**config.mk**
```make
export PLATFORM = sky130hd
export DESIGN_NAME = noise_filter
export DESIGN_NICKNAME = d
export VERILOG_FILES = /design/src/rtl/audio_pkg.sv /design/src/rtl/filter_fifo.sv /design/src/rtl/noise_filter.sv
export SDC_FILE = /design/constraint.sdc
export NUM_CORES = 1
export LEC_CHECK = 0
export BUFFER_PORTS_ARGS = -buffer_cell sky130_fd_sc_hd__buf_2
export CORE_MARGIN = 2
export CORE_UTILIZATION = 30
export DETAILED_ROUTE_END_ITERATION = 8
export GPL_TIMING_DRIVEN = 0
export PLACE_DENSITY_LB_ADDON = 0.05
export SLEW_MARGIN = 20
export SYNTH_ARGS = -nofsm -noshare
export SYNTH_HDL_FRONTEND = slang
export SYNTH_SLANG_ARGS = --single-unit
```
**constraint.sdc**
```tcl
create_clock -name clk -period 4.1 [get_ports clk]
set_clock_uncertainty 0.15 [all_clocks]
set_input_delay 1.025 -clock clk [delete_from_list [all_inputs] [get_ports clk]]
set_output_delay 1.025 -clock clk [all_outputs]
set_load 0.01 [all_outputs]
```
**src/rtl/audio_pkg.sv**
```systemverilog
// Shared audio types: sample width, sample type and the filter FSM states.
package audio_pkg;

  localparam int AUDIO_W = 24;

  typedef logic signed [AUDIO_W-1:0] sample_t;

  typedef enum logic {
    FILL = 1'b0,
    RUN  = 1'b1
  } filt_state_t;

endpackage

```
**src/rtl/filter_fifo.sv**
```systemverilog
// N-entry circular history buffer.
// The entry at the write pointer is the oldest sample and is read before it is overwritten.
module filter_fifo #(
  parameter int DATA_W = 24,
  parameter int LOG2N  = 3
) (
  input  logic                     clk,
  input  logic                     reset,
  input  logic                     clear,
  input  logic                     wr_en,
  input  logic signed [DATA_W-1:0] wr_data,
  output logic signed [DATA_W-1:0] oldest
);

  localparam int N = 2 ** LOG2N;

  logic signed [DATA_W-1:0] mem [N];
  logic [LOG2N-1:0]         ptr_q, ptr_d;

  // NOTE: the storage array has no reset, so it can map onto block RAM.
  // Stale contents after reset or flush are masked by the FILL state in the parent.
  always_ff @(posedge clk) begin
    if (wr_en) mem[ptr_q] <= wr_data;
  end

  always_comb begin
    ptr_d = ptr_q;
    if (clear)      ptr_d = '0;
    else if (wr_en) ptr_d = ptr_q + LOG2N'(1);
  end

  always_ff @(posedge clk or negedge reset) begin
    if (!reset) ptr_q <= '0;
    else        ptr_q <= ptr_d;
  end

  // The read returns the pre-write value, so an overwrite in the same cycle still sees x[n-N].
  assign oldest = mem[ptr_q];

endmodule

```
**src/rtl/noise_filter.sv**
```systemverilog
// N-tap boxcar moving-average filter for one audio channel.
// It advances one sample per en strobe, and its registered output holds between strobes.
module noise_filter
  import audio_pkg::*;
#(
  parameter int DATA_W = AUDIO_W,
  parameter int LOG2N  = 3
) (
  input  logic                     clk,
  input  logic                     reset,
  input  logic                     en,
  input  logic                     flush,
  input  logic signed [DATA_W-1:0] data_in,
  output logic signed [DATA_W-1:0] data_out,
  output logic                     out_valid,
  output logic                     primed
);

  localparam int               ACC_W     = DATA_W + LOG2N;
  localparam logic [LOG2N-1:0] FILL_LAST = LOG2N'((2 ** LOG2N) - 1);

  filt_state_t              state_q, state_d;
  logic [LOG2N-1:0]         fill_q, fill_d;
  logic signed [ACC_W-1:0]  acc_q, acc_d;
  logic signed [DATA_W-1:0] dout_q, dout_d;
  logic                     valid_q, valid_d;

  logic signed [DATA_W-1:0] oldest_raw, oldest;
  logic signed [ACC_W-1:0]  in_ext, old_ext, acc_next;
  logic                     wr_en;

  // A flush in the same cycle discards the incoming sample.
  assign wr_en = en & ~flush;

  filter_fifo #(
    .DATA_W (DATA_W),
    .LOG2N  (LOG2N)
  ) u_fifo (
    .clk     (clk),
    .reset   (reset),
    .clear   (flush),
    .wr_en   (wr_en),
    .wr_data (data_in),
    .oldest  (oldest_raw)
  );

  // While filling, the window is treated as zero-padded, whatever the RAM holds.
  assign oldest   = (state_q == RUN) ? oldest_raw : '0;
  assign in_ext   = ACC_W'(data_in);
  assign old_ext  = ACC_W'(oldest);
  assign acc_next = acc_q + in_ext - old_ext;

  // NOTE: combinational logic uses blocking assignments. Every output gets a default
  // first, so no path leaves a value unassigned and no latch is inferred.
  always_comb begin
    state_d = state_q;
    fill_d  = fill_q;
    acc_d   = acc_q;
    dout_d  = dout_q;
    valid_d = 1'b0;
    if (flush) begin
      state_d = FILL;
      fill_d  = '0;
      acc_d   = '0;
      dout_d  = '0;
    end else if (en) begin
      acc_d   = acc_next;
      dout_d  = DATA_W'(acc_next >>> LOG2N);
      valid_d = 1'b1;
      if (state_q == FILL) begin
        fill_d = fill_q + LOG2N'(1);
        if (fill_q == FILL_LAST) state_d = RUN;
      end
    end
  end

  always_ff @(posedge clk or negedge reset) begin
    if (!reset) begin
      state_q <= FILL;
      fill_q  <= '0;
      acc_q   <= '0;
      dout_q  <= '0;
      valid_q <= 1'b0;
    end else begin
      state_q <= state_d;
      fill_q  <= fill_d;
      acc_q   <= acc_d;
      dout_q  <= dout_d;
      valid_q <= valid_d;
    end
  end

  assign data_out  = dout_q;
  assign out_valid = valid_q;
  assign primed    = (state_q == RUN);

endmodule

```
Word-level counts from Yosys, hierarchy flattened
Memories as Yosys holds them, arrays and structs flattened.
Index checks and enable logic that the tools add are counted.
Operators by class
  add/subtract/negate cells: 4
  equal/unequal tests: 2
  mux-type cells: 18
  bitwise logic cells: 2
  reduce and logical (&&, ||, !) cells: 3
Operator list (number)
  24-bit two-way mux: 3
  27-bit two-way mux: 2
  27-bit by 24-bit adder with 27-bit output: 1
  27-bit by 24-bit subtractor with 27-bit output: 1
  3-bit two-way mux: 5
  1-bit two-way mux: 8
  3-bit by 1-bit adder with 3-bit output, second input constant: 2
  2-bit nonzero test: 2
  3-bit == test, second input constant: 1
  2-bit != test, second input constant: 1
  2-bit AND reduction: 1
  1-bit bitwise AND: 1
  1-bit inverter: 1
Word-level totals
  register bits after elaboration: 59
  bits in writable memories: 192
  input bits: 28
  logic and storage cells: 36
  memories kept: 1
Memories
  u_fifo.mem: words 8, bits a word 24, read ports 1, clocked after memory_dff 0, write ports 1, RTL line filter_fifo.sv:17  | logic signed [DATA_W-1:0] mem [N];

Logic depth before layout (Yosys ltp)
Gate-level depths: netlist of the first run.
  depth after elaboration: 5
  depth in mapped cells: 18

By module
Synthesis of the first run repeated with hierarchy kept, for this count alone.
Second synthesis, totals
  cell total of the unflattened synthesis: 864
  area, all modules: 11558.6 um2
By module, submodules not included
  filter_fifo: instances 1, cells each 370, area an instance 7586.0 um2, seq. area each 5840.6 um2
  noise_filter: instances 1, cells each 494, area an instance 3972.6 um2, seq. area each 800.8 um2

Least setup slack after synthesis of the first run
No wires, ideal clock.
  path type: reg-to-reg
  from: register u_fifo.ptr_q[1]
  to: register dout_q[23] (netlist: data_out[23])
  setup time: 0.128 ns
  data arrival time: 4.106 ns
  data required time: 3.822 ns
  path slack: -0.284 ns
  cell stages (with the launch flop): 17
  path buffers: 2
  cells stage by stage: dfrtp_1 > clkbuf_1 > buf_2 > mux2_2 > a22oi_1 > o22ai_1 > o21a_1 > fa_1 > inv_1 > ha_1 > a2111o_1 > o22a_2 > o2111ai_2 > a21oi_2 > o211a_1 > nor3_2 > mux2_1
Between the ends
  cells in the longest elaborated chain, start to end: 5
RTL lines
  start, declared: RTL line filter_fifo.sv:18  | logic [LOG2N-1:0] ptr_q, ptr_d;
  start signal, assigned: RTL line filter_fifo.sv:34  | else ptr_q <= ptr_d;
  memory 8 x 24 bit
  24-bit two-way mux: RTL line noise_filter.sv:48  | assign oldest = (state_q == RUN) ? oldest_raw : '0;
  27-bit by 24-bit subtractor with 27-bit output: RTL line noise_filter.sv:51  | assign acc_next = acc_q + in_ext - old_ext;
  24-bit two-way mux: RTL line noise_filter.sv:66  | end else if (en) begin
  24-bit two-way mux: RTL line noise_filter.sv:61  | if (flush) begin
  end signal, assigned: RTL line noise_filter.sv:88  | dout_q <= dout_d;
  end, declared: RTL line noise_filter.sv:25  | logic signed [DATA_W-1:0] dout_q, dout_d;
No other way between the ends. The select of a mux whose other input is x is not followed.
A chain may end at the register's enable or synchronous reset.

Worst setup path in the final report of the first run
  from: register u_fifo.ptr_q[0]
  to: register acc_q[24]
Between the ends
  cells in the longest elaborated chain, start to end: 5
RTL lines
  memory 8 x 24 bit
  24-bit two-way mux: RTL line noise_filter.sv:48
  27-bit by 24-bit subtractor with 27-bit output: RTL line noise_filter.sv:51
  27-bit two-way mux: RTL line noise_filter.sv:66
  27-bit two-way mux: RTL line noise_filter.sv:61
  end signal, assigned: RTL line noise_filter.sv:81  | acc_q <= '0;
  end signal, assigned: RTL line noise_filter.sv:87  | acc_q <= acc_d;
  end, declared: RTL line noise_filter.sv:24  | logic signed [ACC_W-1:0] acc_q, acc_d;
No other way between the ends. The select of a mux whose other input is x is not followed.

==> impl_results.md, run 1 <==
- Total number of vias: 7,021
- Core Box Area: 0.0376 mm^2
- #FFs+latches synth: 227
- Final ANT Viol Nets: 0
- Register area: 0.00664 mm^2
- DR WL met3: 981 um
- IO Pins: 54
- Hold_ws: 392 ps
- Max Fanout on Critical Path: 9
- Max Cap Viol: 0
- Worst Setup End Kind: register
- Routed wire length on met2: 15,000 um
- Initial antenna violation count: 0
- Number of CTS-inserted buffers: 27
- Gr usage total: 16.9%
- Drt pass-1 iters: 4
- Mapped Area: 0.0114 mm^2
- Commonest non-fill, non-tap cell in the layout: edfxtp_1
- Final Setup Violations: 5
- Mapped Cells: 851
- Critical Setup Path Class: register to register
- Maximum vdd ir drop: 0.305 mV
- Worst setup margin: -122 ps
- CTS tree: built
- Fin. max-slew vios: 0
- Unique masters post-synth: 65
- I/O Buffers: 53
- CTS Buffer Depth: 3
- Multi-input combinational cell area: 0.00479 mm^2
- Die footprint: 0.0397 mm^2
- Non-filler instance count after layout: 1,519
- Post-synth top flop: edfxtp_1
- Worst Max-Slew Pin Slew: 956 ps
- Post-Route WL: 32,400 um
- CTS Root Cell: clkbuf_16
- Post-synthesis net count: 936
- YS warnings: 0
- Pleak: 5.51 nW
- Clock transition at the registers of the reported paths: 60 ps
- FP Rows: 71
- Initial Utilization: 30.4%
- Met1 wire length: 16,000 um
- Final hold viol count: 0
- First-pass GRT wire length: 48,700 um
- Clk sink count: 227
- Worst Path Required: 4400 ps
- WL/cell: 21.3 um
- RSZ-0062 raised after global routing: true
- Die width: 199 um
- Via/cell ratio: 4.62
- Cell count after placement: 1,439
- EDFF count, synth: 192
- Vias in the first global route: 7,435
- Pin count of the biggest net entering global routing: 36
- Fmax: 237 MHz
- Fraction of registers with async set/reset: 15.4%
- Reg2Reg Setup Slack: -120 ps
- Post-layout min period: 4220 ps
- Worst Path Arrival: 4530 ps
- Synth-to-Final Area Change: 27.8%
- Hold Path Class: register to register
- Total power draw: 8.14 mW
- DRC: 0
- Most frequent cells in the layout: edfxtp_1, inv_1, buf_4
- TNS Setup: -476 ps
- Worst slew margin: 36.3%
- HPWL Detailed: 23,200 um
- Clk_lat worst skew: 550 ps
- Number of DRC markers in iteration 0: 431
- Nature of the critical path startpoint: register
- Mean area per synthesized cell: 13.4 um^2
- DP Worst Slack: -1190 ps
- Share of post-route cells with drive strength above 1: 35.6%
- # nets final: 1,075
- Ant. Diodes: 0
- Status: finished with violations
- Violated checks: negative setup slack
- Highest Signal Layer: met4
- Fillers: 3,603
- Register area share after synthesis: 58.1%
- Remaining global-route overflow: 0
- Tcrit/Tclk final: 103%
- GPL Wtd Cong: 0.785
- Die Ht: 199 um
- Pwr/cell area: 557 mW/mm^2
- CTS H-tree lvls: 1
-- cell usage after synthesis, types with 10 or more instances --
cell type | number | area [um^2]
a21oi_1 | 26 | 130
a22oi_1 | 18 | 135
buf_1 | 10 | 37.5
buf_4 | 24 | 180
clkbuf_1 | 21 | 78.8
dfrtp_1 | 35 | 876
edfxtp_1 | 192 | 5770
fa_1 | 26 | 521
ha_1 | 31 | 388
inv_1 | 111 | 417
mux2_2 | 19 | 214
mux2i_1 | 40 | 400
mux4_2 | 28 | 631
nand2_1 | 24 | 90.1
nand2b_1 | 13 | 81.3
nand4_1 | 10 | 62.6
nor2_1 | 52 | 195
nor2b_1 | 18 | 113
o21a_1 | 13 | 97.6
o21ai_0 | 16 | 80.1
o22ai_1 | 13 | 81.3
-- kinds of logic (layout without fill, tap and decap cells) --
group,after synthesis,in the layout,share of synthesized area [%]
buf+inv,175,332,6.63
xor+xnor,17,17,1.30
simple gates,147,147,6.43
mux,88,88,11.0
fa+ha+maj,57,57,7.95
compound gates,140,140,8.59
flops,227,227,58.1
-- critical path: stages, from the launching register on --
cell	delay, ps
dfrtp_2	530
buf_12	190
mux4_2	530
mux2i_4	240
nor2b_2	70
fa_1	480
inv_1	50
ha_2	310
buf_6	140
a21oi_4	70
o211ai_1	250
a41oi_2	210
a21oi_4	230
nor4_2	80
or3_1	360
a311oi_2	230
-- power breakdown --
part / leakage, nW / switching [mW] / internal (mW)
Combinational: 2.93 / 1.68 / 1.50
Sequential: 2.20 / 0.0989 / 2.63
Clock: 0.382 / 0.950 / 1.27
Total: 5.51 / 2.73 / 5.40
-- cell type report --
class,instances,area share [%]
timing repair buffer,118,5.80
clock buffer,35,4.83
multi-input combinational,449,32.8
sequential,227,45.5
tap,511,4.38
buffer,56,3.22
inverter,111,2.85
clock inverter,12,0.659
-- sequential cells by signal, indices dropped and copies added, names as in the netlist --
register / cells
acc_q: 26
data_out: 1
fill_q: 3
out_valid: 1
primed: 1
u_fifo.mem: 192
u_fifo.ptr_q: 3
-- layer usage --
| layer | up-vias | global-route usage (%) |
|---|---|---|
| li1 | 3341 | - |
| met1 | 3552 | 24.4 |
| met2 | 97 | 27.2 |
| met3 | 31 | 1.96 |
| met4 | 0 | 3.54 |
| met5 | - | 0 |
-- per-stage QoR --
step | area (um^2) | util [%]
after global placement | 12300 | 32.9
final | 14600 | 38.9
after CTS | 14300 | 38.2
after global routing | 14600 | 38.9
after detailed placement | 12600 | 33.6
after floorplan | 11400 | -
-- path summary, 6_finish.rpt --
kind	from	to	cells after the start
worst max-delay path	u_fifo.ptr_q[0]$_DFFE_PN0P_	acc_q[24]$_DFFE_PN0P_	15
worst min-delay path	fill_q[1]$_DFFE_PN0P_	fill_q[1]$_DFFE_PN0P_	2
worst max register to register	u_fifo.ptr_q[0]$_DFFE_PN0P_	acc_q[24]$_DFFE_PN0P_	15
worst min register to register	fill_q[1]$_DFFE_PN0P_	fill_q[1]$_DFFE_PN0P_	2
max in group asynchronous	reset	u_fifo.ptr_q[0]$_DFFE_PN0P_	1
min in group asynchronous	reset	acc_q[1]$_DFFE_PN0P_	1
-- timing repair --
action | in CTS | in global routing
endpoints found under the hold margin | 0 | 0
hold buffers | 0 | 0
gates cloned | 1 | 0
endpoints found under the setup margin | 23 | 15
setup buffers | 30 | 11
gates resized for setup | 146 | 57
pin swaps | 50 | 46
Note: power is estimated with default switching activity, not from simulation.
==> run 2: changes to the inputs <==
--- a/config.mk
+++ b/config.mk
@@ -11,6 +11,7 @@
 export DETAILED_ROUTE_END_ITERATION = 8
 export GPL_TIMING_DRIVEN = 0
 export PLACE_DENSITY_LB_ADDON = 0.05
+export REMOVE_ABC_BUFFERS = 1
 export SLEW_MARGIN = 20
 export SYNTH_ARGS = -nofsm -noshare
 export SYNTH_HDL_FRONTEND = slang
==> constraint.sdc (replaced) <==
create_clock -name clk -period 5.14 [get_ports clk]
set_clock_uncertainty 0.15 [all_clocks]
set_input_delay 1.285 -clock clk [delete_from_list [all_inputs] [get_ports clk]]
set_output_delay 1.285 -clock clk [all_outputs]
set_load 0.01 [all_outputs]
==> impl_results.md, run 2 (synthesized netlist as in run 1, its figures left out) <==
- Initial Utilization: 30.4% (unchanged)
- Worst Path Arrival: 5060 ps (was 4530 ps)
- CP max stage delay: 610 ps (was 530 ps)
- Status: finished clean (was finished with violations)
- RSZ-0062 raised after global routing: false (was true)
- Maximum vdd ir drop: 0.291 mV (was 0.305 mV)
- Pin count of the biggest net entering global routing: 52 (was 36)
- Die Ht: 199 um (unchanged)
- CP cell instances: buf_16, nor2b_2, buf_8, a22oi_1, o22ai_1, o21a_1, fa_1, inv_1, fa_1, a21oi_1, o211ai_2, o2111ai_2, a21oi_2, nor4_1, o21ai_1, a311oi_2 (was buf_12, mux4_2, mux2i_4, nor2b_2, fa_1, inv_1, ha_2, buf_6, a21oi_4, o211ai_1, a41oi_2, a21oi_4, nor4_2, or3_1, a311oi_2)
- WP buf/inv: 3 (unchanged)
- Worst Path Required: 5420 ps (was 4400 ps)
- Vias in the first global route: 7,343 (was 7,435)
- Clock transition at the registers of the reported paths: 60 ps (about the same)
- # nets final: 995 (was 1,075)
- Core Box Area: 0.0376 mm^2 (unchanged)
- Total power draw: 5.89 mW (was 8.14 mW)
- Die footprint: 0.0397 mm^2 (unchanged)
- Hold Path Class: register to register (unchanged)
- Synth-to-Final Area Change: 16.8% (was 27.8%)
- Max Cap Viol: 0 (unchanged)
- Post-layout min period: 4770 ps (was 4220 ps)
- Share of post-route cells with drive strength above 1: 22.4% (was 35.6%)
- Number of DRC markers in iteration 0: 350 (was 431)
- Max Fanout on Critical Path: 40 (was 9)
- Post-Route WL: 30,100 um (was 32,400 um)
- Critical Setup Path Class: register to register (unchanged)
- Final Cell Area: 0.0133 mm^2 (was 0.0146 mm^2)
- CTS H-tree lvls: 1 (unchanged)
- Remaining global-route overflow: 0 (unchanged)
- Final ANT Viol Nets: 0 (unchanged)
- CTS Buffer Depth: 3 (unchanged)
- Fin util: 35.5% (was 38.9%)
- Most used cell, CP: fa_1 (was a21oi_4)
- Non-filler instance count after layout: 1,441 (was 1,519)
- Commonest non-fill, non-tap cell in the layout: edfxtp_1 (unchanged)
- Pleak: 5.07 nW (was 5.51 nW)
- Cell count after placement: 1,388 (was 1,439)
- Top flop regs: u_fifo.mem (192), acc_q (26) (unchanged)
- CTS tree: built (unchanged)
- Gr usage total: 15.5% (was 16.9%)
- GPL Wtd Cong: 0.814 (was 0.785)
- CP max-delay cell: dfrtp_4 (was dfrtp_2)
- Via/cell ratio: 4.71 (was 4.62)
- Tcrit/Tclk final: 92.9% (was 103%)
- Initial antenna violation count: 0 (unchanged)
- Total number of vias: 6,793 (was 7,021)
- Max reg flops: 192 (unchanged)
- Final hold viol count: 0 (unchanged)
- WL/cell: 20.9 um (was 21.3 um)
- Drt pass-1 iters: 5 (was 4)
- Pwr/cell area: 441 mW/mm^2 (was 557 mW/mm^2)
- DP Worst Slack: 71.9 ps (was -1190 ps)
- DRC: 0 (unchanged)
- TNS Setup: 0 ps (was -476 ps)
- HPWL Detailed: 20,800 um (was 23,200 um)
- Final Setup Violations: 0 (was 5)
- Worst Setup End Kind: register (unchanged)
- Fmax: 210 MHz (was 237 MHz)
- Worst slew margin: 40.5% (was 36.3%)
- Ant. Diodes: 0 (unchanged)
- IO Pins: 54 (unchanged)
- First-pass GRT wire length: 45,600 um (was 48,700 um)
- Post-placement cell area: 0.0124 mm^2 (was 0.0126 mm^2)
- Fin. max-slew vios: 0 (unchanged)
- Worst Max-Slew Pin Slew: 893 ps (was 956 ps)
- Nature of the critical path startpoint: register (unchanged)
- Hold_ws: 371 ps (was 392 ps)
- Clk_lat worst skew: 560 ps (was 550 ps)
- Clk sink count: 227 (unchanged)
- FP Rows: 71 (unchanged)
- CTS Root Cell: clkbuf_16 (unchanged)
- Worst setup margin: 367 ps (was -122 ps)
- Crit path max-delay family: compound AO/OA/AOI/OAI gates (unchanged)
- Most frequent cells in the layout: edfxtp_1, inv_1, buf_2 (was edfxtp_1, inv_1, buf_4)
- I/O Buffers: 53 (unchanged)
- Die width: 199 um (unchanged)
- Number of CTS-inserted buffers: 28 (was 27)
- Biggest register: u_fifo.mem (unchanged)
-- run 2: worst paths after layout --
path | from | to | slack (ps) | cells after the start
worst max-delay path | u_fifo.ptr_q[1]$_DFFE_PN0P_ | acc_q[24]$_DFFE_PN0P_ | 370 | 16
worst min-delay path | acc_q[0]$_DFFE_PN0P_ | acc_q[0]$_DFFE_PN0P_ | 370 | 2
worst max register to register | u_fifo.ptr_q[1]$_DFFE_PN0P_ | acc_q[24]$_DFFE_PN0P_ | 370 | 16
worst min register to register | acc_q[0]$_DFFE_PN0P_ | acc_q[0]$_DFFE_PN0P_ | 370 | 2
max in group asynchronous | reset | u_fifo.ptr_q[2]$_DFFE_PN0P_ | 3820 | 1
min in group asynchronous | reset | acc_q[25]$_DFFE_PN0P_ | 580 | 1
-- run 2: worst register-to-register path, delay by kind of cell, from the launching register on --
kind                     cells  cell delay [ps]
adder cells (fa/ha/maj)      2              950
AO/OA/AOI/OAI                9             1820
buffers and inverters        3              510
AND/OR/NAND/NOR              2              650
flip-flops                   1              610
-- run 2: area by class of cell --
cell class / count / area, um^2
Sequential cell: 227 / 6650
Inverter: 111 / 417
Fill cell: 3632 / 24200
Tap cell: 511 / 639
Clock buffer: 35 / 748
Clock inverter: 15 / 121
Multi-Input combinational cell: 449 / 4090
Timing Repair Buffer: 93 / 681
-- run 2: where the power goes --
group	switching (mW)	internal (mW)	total, mW	leakage (nW)
logic	1.07	0.743	1.81	2.45
clock network	0.764	1.12	1.88	0.428
registers	0.0956	2.10	2.20	2.19
-- run 2: metal layers --
layer  global-route usage (%)  vias to the layer above  share of wire, %
li1                         -                     3196                 -
met1                     20.8                     3466                46
met2                     26.8                       93                49
met3                     2.06                       38               3.3
met4                     3.68                        0               2.0
met5                        0                        -                 0
-- run 2: what timing repair did --
action                     in CTS  in global routing
hold buffers                    0                  0
gates resized for setup         0                  2
setup buffers                   0                  3
setup endpoints to repair       0                  7
==> run 3: changes to the inputs <==
--- a/config.mk
+++ b/config.mk
@@ -8,6 +8,7 @@
 export BUFFER_PORTS_ARGS = -buffer_cell sky130_fd_sc_hd__buf_2
 export CORE_MARGIN = 2
 export CORE_UTILIZATION = 30
+export CTS_BUF_LIST = sky130_fd_sc_hd__clkbuf_4 sky130_fd_sc_hd__clkbuf_8
 export DETAILED_ROUTE_END_ITERATION = 8
 export GPL_TIMING_DRIVEN = 0
 export PLACE_DENSITY_LB_ADDON = 0.05
@@ -15,4 +16,5 @@
 export SLEW_MARGIN = 20
 export SYNTH_ARGS = -nofsm -noshare
 export SYNTH_HDL_FRONTEND = slang
+export SYNTH_HIERARCHICAL = 1
 export SYNTH_SLANG_ARGS = --single-unit
==> constraint.sdc (replaced) <==
create_clock -name clk -period 5.14 [get_ports clk]
set_clock_uncertainty 0.15 [all_clocks]
set_input_delay 0.771 -clock clk [delete_from_list [all_inputs] [get_ports clk]]
set_output_delay 0.771 -clock clk [all_outputs]
set_load 0.01 [all_outputs]
==> impl_results.md, run 3 <==
- Via/cell ratio: 4.78 (was 4.71)
- HPWL Detailed: 21,100 um (was 20,800 um)
- CP max-delay cell: dfrtp_4 (unchanged)
- Fmax: 204 MHz (was 210 MHz)
- Nature of the critical path startpoint: register (unchanged)
- DP Worst Slack: -243 ps (was 71.9 ps)
- Drt pass-1 iters: 6 (was 5)
- Core Box Area: 0.0378 mm^2 (was 0.0376 mm^2)
- Die footprint: 0.0401 mm^2 (was 0.0397 mm^2)
- Post-Route WL: 31,700 um (was 30,100 um)
- Part of the power in registers: 36.7% (was 37.3%)
- Number of CTS-inserted buffers: 43 (was 28)
- Max Fanout on Critical Path: 32 (was 40)
- Cell internal pwr: 3.95 mW (was 3.96 mW)
- Synth-to-Final Area Change: 16.2% (was 16.8%)
- Fraction of registers with async set/reset: 15.4% (unchanged)
- R2R depth: 14 (was 16)
- Mapped Cells: 864 (was 851)
- Net Sw Frac: 34.1% (was 32.7%)
- Hold Path Class: primary input to async pin (was register to register)
- Ant. Diodes: 0 (unchanged)
- Area share of the largest cell type after synthesis: 49.9% (was 50.4%)
- Pin count of the biggest net entering global routing: 44 (was 52)
- #FFs+latches synth: 227 (unchanged)
- EDFF count, synth: 192 (unchanged)
- Hold_ws: 23.2 ps (was 371 ps)
- Worst Path Arrival: 5200 ps (was 5060 ps)
- Worst Setup EP: acc_q[22]$_DFFE_PN0P_ (was acc_q[24]$_DFFE_PN0P_)
- WL/cell: 21.6 um (was 20.9 um)
- Clk_lat worst skew: 610 ps (was 560 ps)
- Worst Path Required: 5430 ps (was 5420 ps)
- Max Cap Viol: 0 (unchanged)
- Initial antenna violation count: 0 (unchanged)
- Worst slew margin: 44.7% (was 40.5%)
- Switching pwr: 2.05 mW (was 1.93 mW)
- Final ANT Viol Nets: 0 (unchanged)
- Pwr/cell area: 447 mW/mm^2 (was 441 mW/mm^2)
- Commonest cells in the netlist: edfxtp_1, inv_1, nor2_1 (unchanged)
- Non-filler instance count after layout: 1,467 (was 1,441)
- Top flop regs: u_fifo/mem (192), acc_q (27) (was u_fifo.mem (192), acc_q (26))
- Combinational share of power: 32.8% (was 30.7%)
- TNS Setup: 0 ps (unchanged)
- Final Setup Violations: 0 (unchanged)
- Vias in the first global route: 7,417 (was 7,343)
- Ranking of synthesized cells by area: edfxtp_1, dfrtp_1, fa_1, mux4_1, inv_1 (was edfxtp_1, dfrtp_1, mux4_2, fa_1, inv_1)
- Mapped Area: 0.0116 mm^2 (was 0.0114 mm^2)
- Cell with the most instances after synthesis: edfxtp_1 (unchanged)
- Biggest register: u_fifo/mem (was u_fifo.mem)
- Worst setup margin: 227 ps (was 367 ps)
- Remaining global-route overflow: 0 (unchanged)
- Initial Utilization: 30.5% (was 30.4%)
- Maximum vdd ir drop: 0.175 mV (was 0.291 mV)
- Mean area per synthesized cell: 13.4 um^2 (about the same)
- First-pass GRT wire length: 47,100 um (was 45,600 um)
- Critical Path Source: u_fifo/ptr_q[0]$_DFFE_PN0P_ (was u_fifo.ptr_q[1]$_DFFE_PN0P_)
- CP max stage delay: 630 ps (was 610 ps)
- Total number of vias: 7,006 (was 6,793)
- CTS Buffer Depth: 3 (unchanged)
- Total power draw: 6.00 mW (was 5.89 mW)
- Status: finished clean (unchanged)
- Max reg flops: 192 (unchanged)
- CTS H-tree lvls: 2 (was 1)
- YS warnings: 6 (was 0)
- Share of post-route cells with drive strength above 1: 20.1% (was 22.4%)
- Biggest area consumer among synthesized cells: edfxtp_1 (unchanged)
- Post-placement cell area: 0.0125 mm^2 (was 0.0124 mm^2)
- Clock share of power: 30.5% (was 32.0%)
- Worst Setup End Kind: register (unchanged)
- R2r startpoint: u_fifo/ptr_q[0]$_DFFE_PN0P_ (was u_fifo.ptr_q[1]$_DFFE_PN0P_)
- CTS Root Cell: clkbuf_8 (was clkbuf_16)
- Most frequent cells in the layout: edfxtp_1, inv_1, buf_2 (unchanged)
- Register area share after synthesis: 57.5% (was 58.1%)
- GPL Wtd Cong: 0.817 (was 0.814)
- FP Rows: 71 (unchanged)
- Reg-to-Reg End: acc_q[22]$_DFFE_PN0P_ (was acc_q[24]$_DFFE_PN0P_)
- Fin util: 35.5% (about the same)
- RSZ-0062 raised after global routing: false (unchanged)
- Gr usage total: 15.8% (was 15.5%)
- I/O Buffers: 53 (unchanged)
- # nets final: 1,009 (was 995)
- Clk sink count: 227 (unchanged)
- Number of DRC markers in iteration 0: 461 (was 350)
- Worst Max-Slew Pin Slew: 829 ps (was 893 ps)
- CTS tree: built (unchanged)
- Commonest non-fill, non-tap cell in the layout: edfxtp_1 (unchanged)
- Unique masters post-synth: 63 (was 65)
- DRC: 0 (unchanged)
- CP cell instances: buf_12, mux4_1, mux2_2, and2_1, fa_1, inv_1, ha_1, o211ai_2, a21oi_1, o41a_1, a311o_1, a221oi_2, xor2_1, o21ai_1 (was buf_16, nor2b_2, buf_8, a22oi_1, o22ai_1, o21a_1, fa_1, inv_1, fa_1, a21oi_1, o211ai_2, o2111ai_2, a21oi_2, nor4_1, o21ai_1, a311oi_2)
- Final Cell Area: 0.0134 mm^2 (was 0.0133 mm^2)
- Reg2Reg Setup Slack: 230 ps (was 370 ps)
- Die width: 200 um (was 199 um)
- IO Pins: 54 (unchanged)
- Tcrit/Tclk final: 95.6% (was 92.9%)
- Fin. max-slew vios: 0 (unchanged)
- Post-synth top flop: edfxtp_1 (unchanged)
- Post-layout min period: 4910 ps (was 4770 ps)
- Cell count after placement: 1,386 (was 1,388)
- Die Ht: 200 um (was 199 um)
- Final hold viol count: 0 (unchanged)
- Critical Setup Path Class: register to register (unchanged)
- Pleak: 5.16 nW (was 5.07 nW)
- CTS Hold Bufs: 0 (unchanged)
- Clock transition at the registers of the reported paths: 60 ps (about the same)
run 3: cell count changes after synthesis, sizes merged, moves of 10 or more:
cell / change
and2: +23
nor2b: -16
nand2: +15
o22ai: -13
a211o: +11
clkbuf: -11
inv: +11
o32a: +11
o21a: -10
run 3: worst min path at each step:
stage / startpoint / end / slack, ps / cells past startpoint
4_1_cts: reset / acc_q[10]$_DFFE_PN0P_ / 190 / 1
3_5_place_dp: acc_q[20]$_DFFE_PN0P_ / acc_q[20]$_DFFE_PN0P_ / 350 / 2
5_1_grt: reset / acc_q[19]$_DFFE_PN0P_ / 40 / 1
2_1_floorplan: reset / acc_q[0]$_DFFE_PN0P_ / 330 / 0
6_report: reset / acc_q[2]$_DFFE_PN0P_ / 20 / 1
3_3_place_gp: acc_q[20]$_DFFE_PN0P_ / acc_q[20]$_DFFE_PN0P_ / 350 / 2
run 3: area by class of cell:
cell class	count	area, um^2
Clock buffer	58	717
Fill cell	3728	24400
Clock inverter	19	164
Timing Repair Buffer	74	613
Sequential cell	227	6650
Multi-Input combinational cell	456	4180
Inverter	122	462
Tap cell	511	639
run 3: layer usage:
layer | up-vias | wire, um | global-route usage [%]
met1 | 3557 | 14800 | 21.3
met4 | 0 | 716 | 5.29
met2 | 162 | 14900 | 25.8
met5 | - | 0 | 0
met3 | 51 | 1220 | 2.83
li1 | 3236 | - | -
run 3: cell families (layout without fill, tap and decap cells):
group	after synthesis	count (layout)	share of synthesized area, %
buffers and inverters	181	273	7.05
AO/OA/AOI/OAI	154	154	9.60
XOR/XNOR	24	24	1.82
adder cells (fa/ha/maj)	57	57	7.86
AND/OR/NAND/NOR	149	149	6.22
multiplexers	72	72	9.99
flip-flops	227	227	57.5
run 3: worst max-delay path: cells and delay by family (launching register included):
kind | cells | cell delay, ps
xor gates and xnor gates | 1 | 200
adders and majority gates | 2 | 820
and+or+nand+nor | 1 | 170
AOI/OAI and AO/OA | 6 | 1560
buffers and inverters | 2 | 340
muxes | 2 | 880
DFF | 1 | 630
run 3: repair_timing:
| action | CTS | global route |
|---|---|---|
| setup endpoints to repair | 3 | 5 |
| setup buffers | 0 | 4 |
| pin swaps | 0 | 1 |
| resized for setup | 5 | 3 |
run 3: power by group through the flow:
stage / clock network [mW] / logic (mW) / registers (mW)
5_1_grt: 1.98 / 2.20 / 2.22
4_1_cts: 1.90 / 1.96 / 2.21
2_1_floorplan: 0 / 1.34 / 2.24
3_3_place_gp: 0 / 1.91 / 2.26
6_report: 1.83 / 1.97 / 2.20
3_5_place_dp: 0 / 1.94 / 2.25
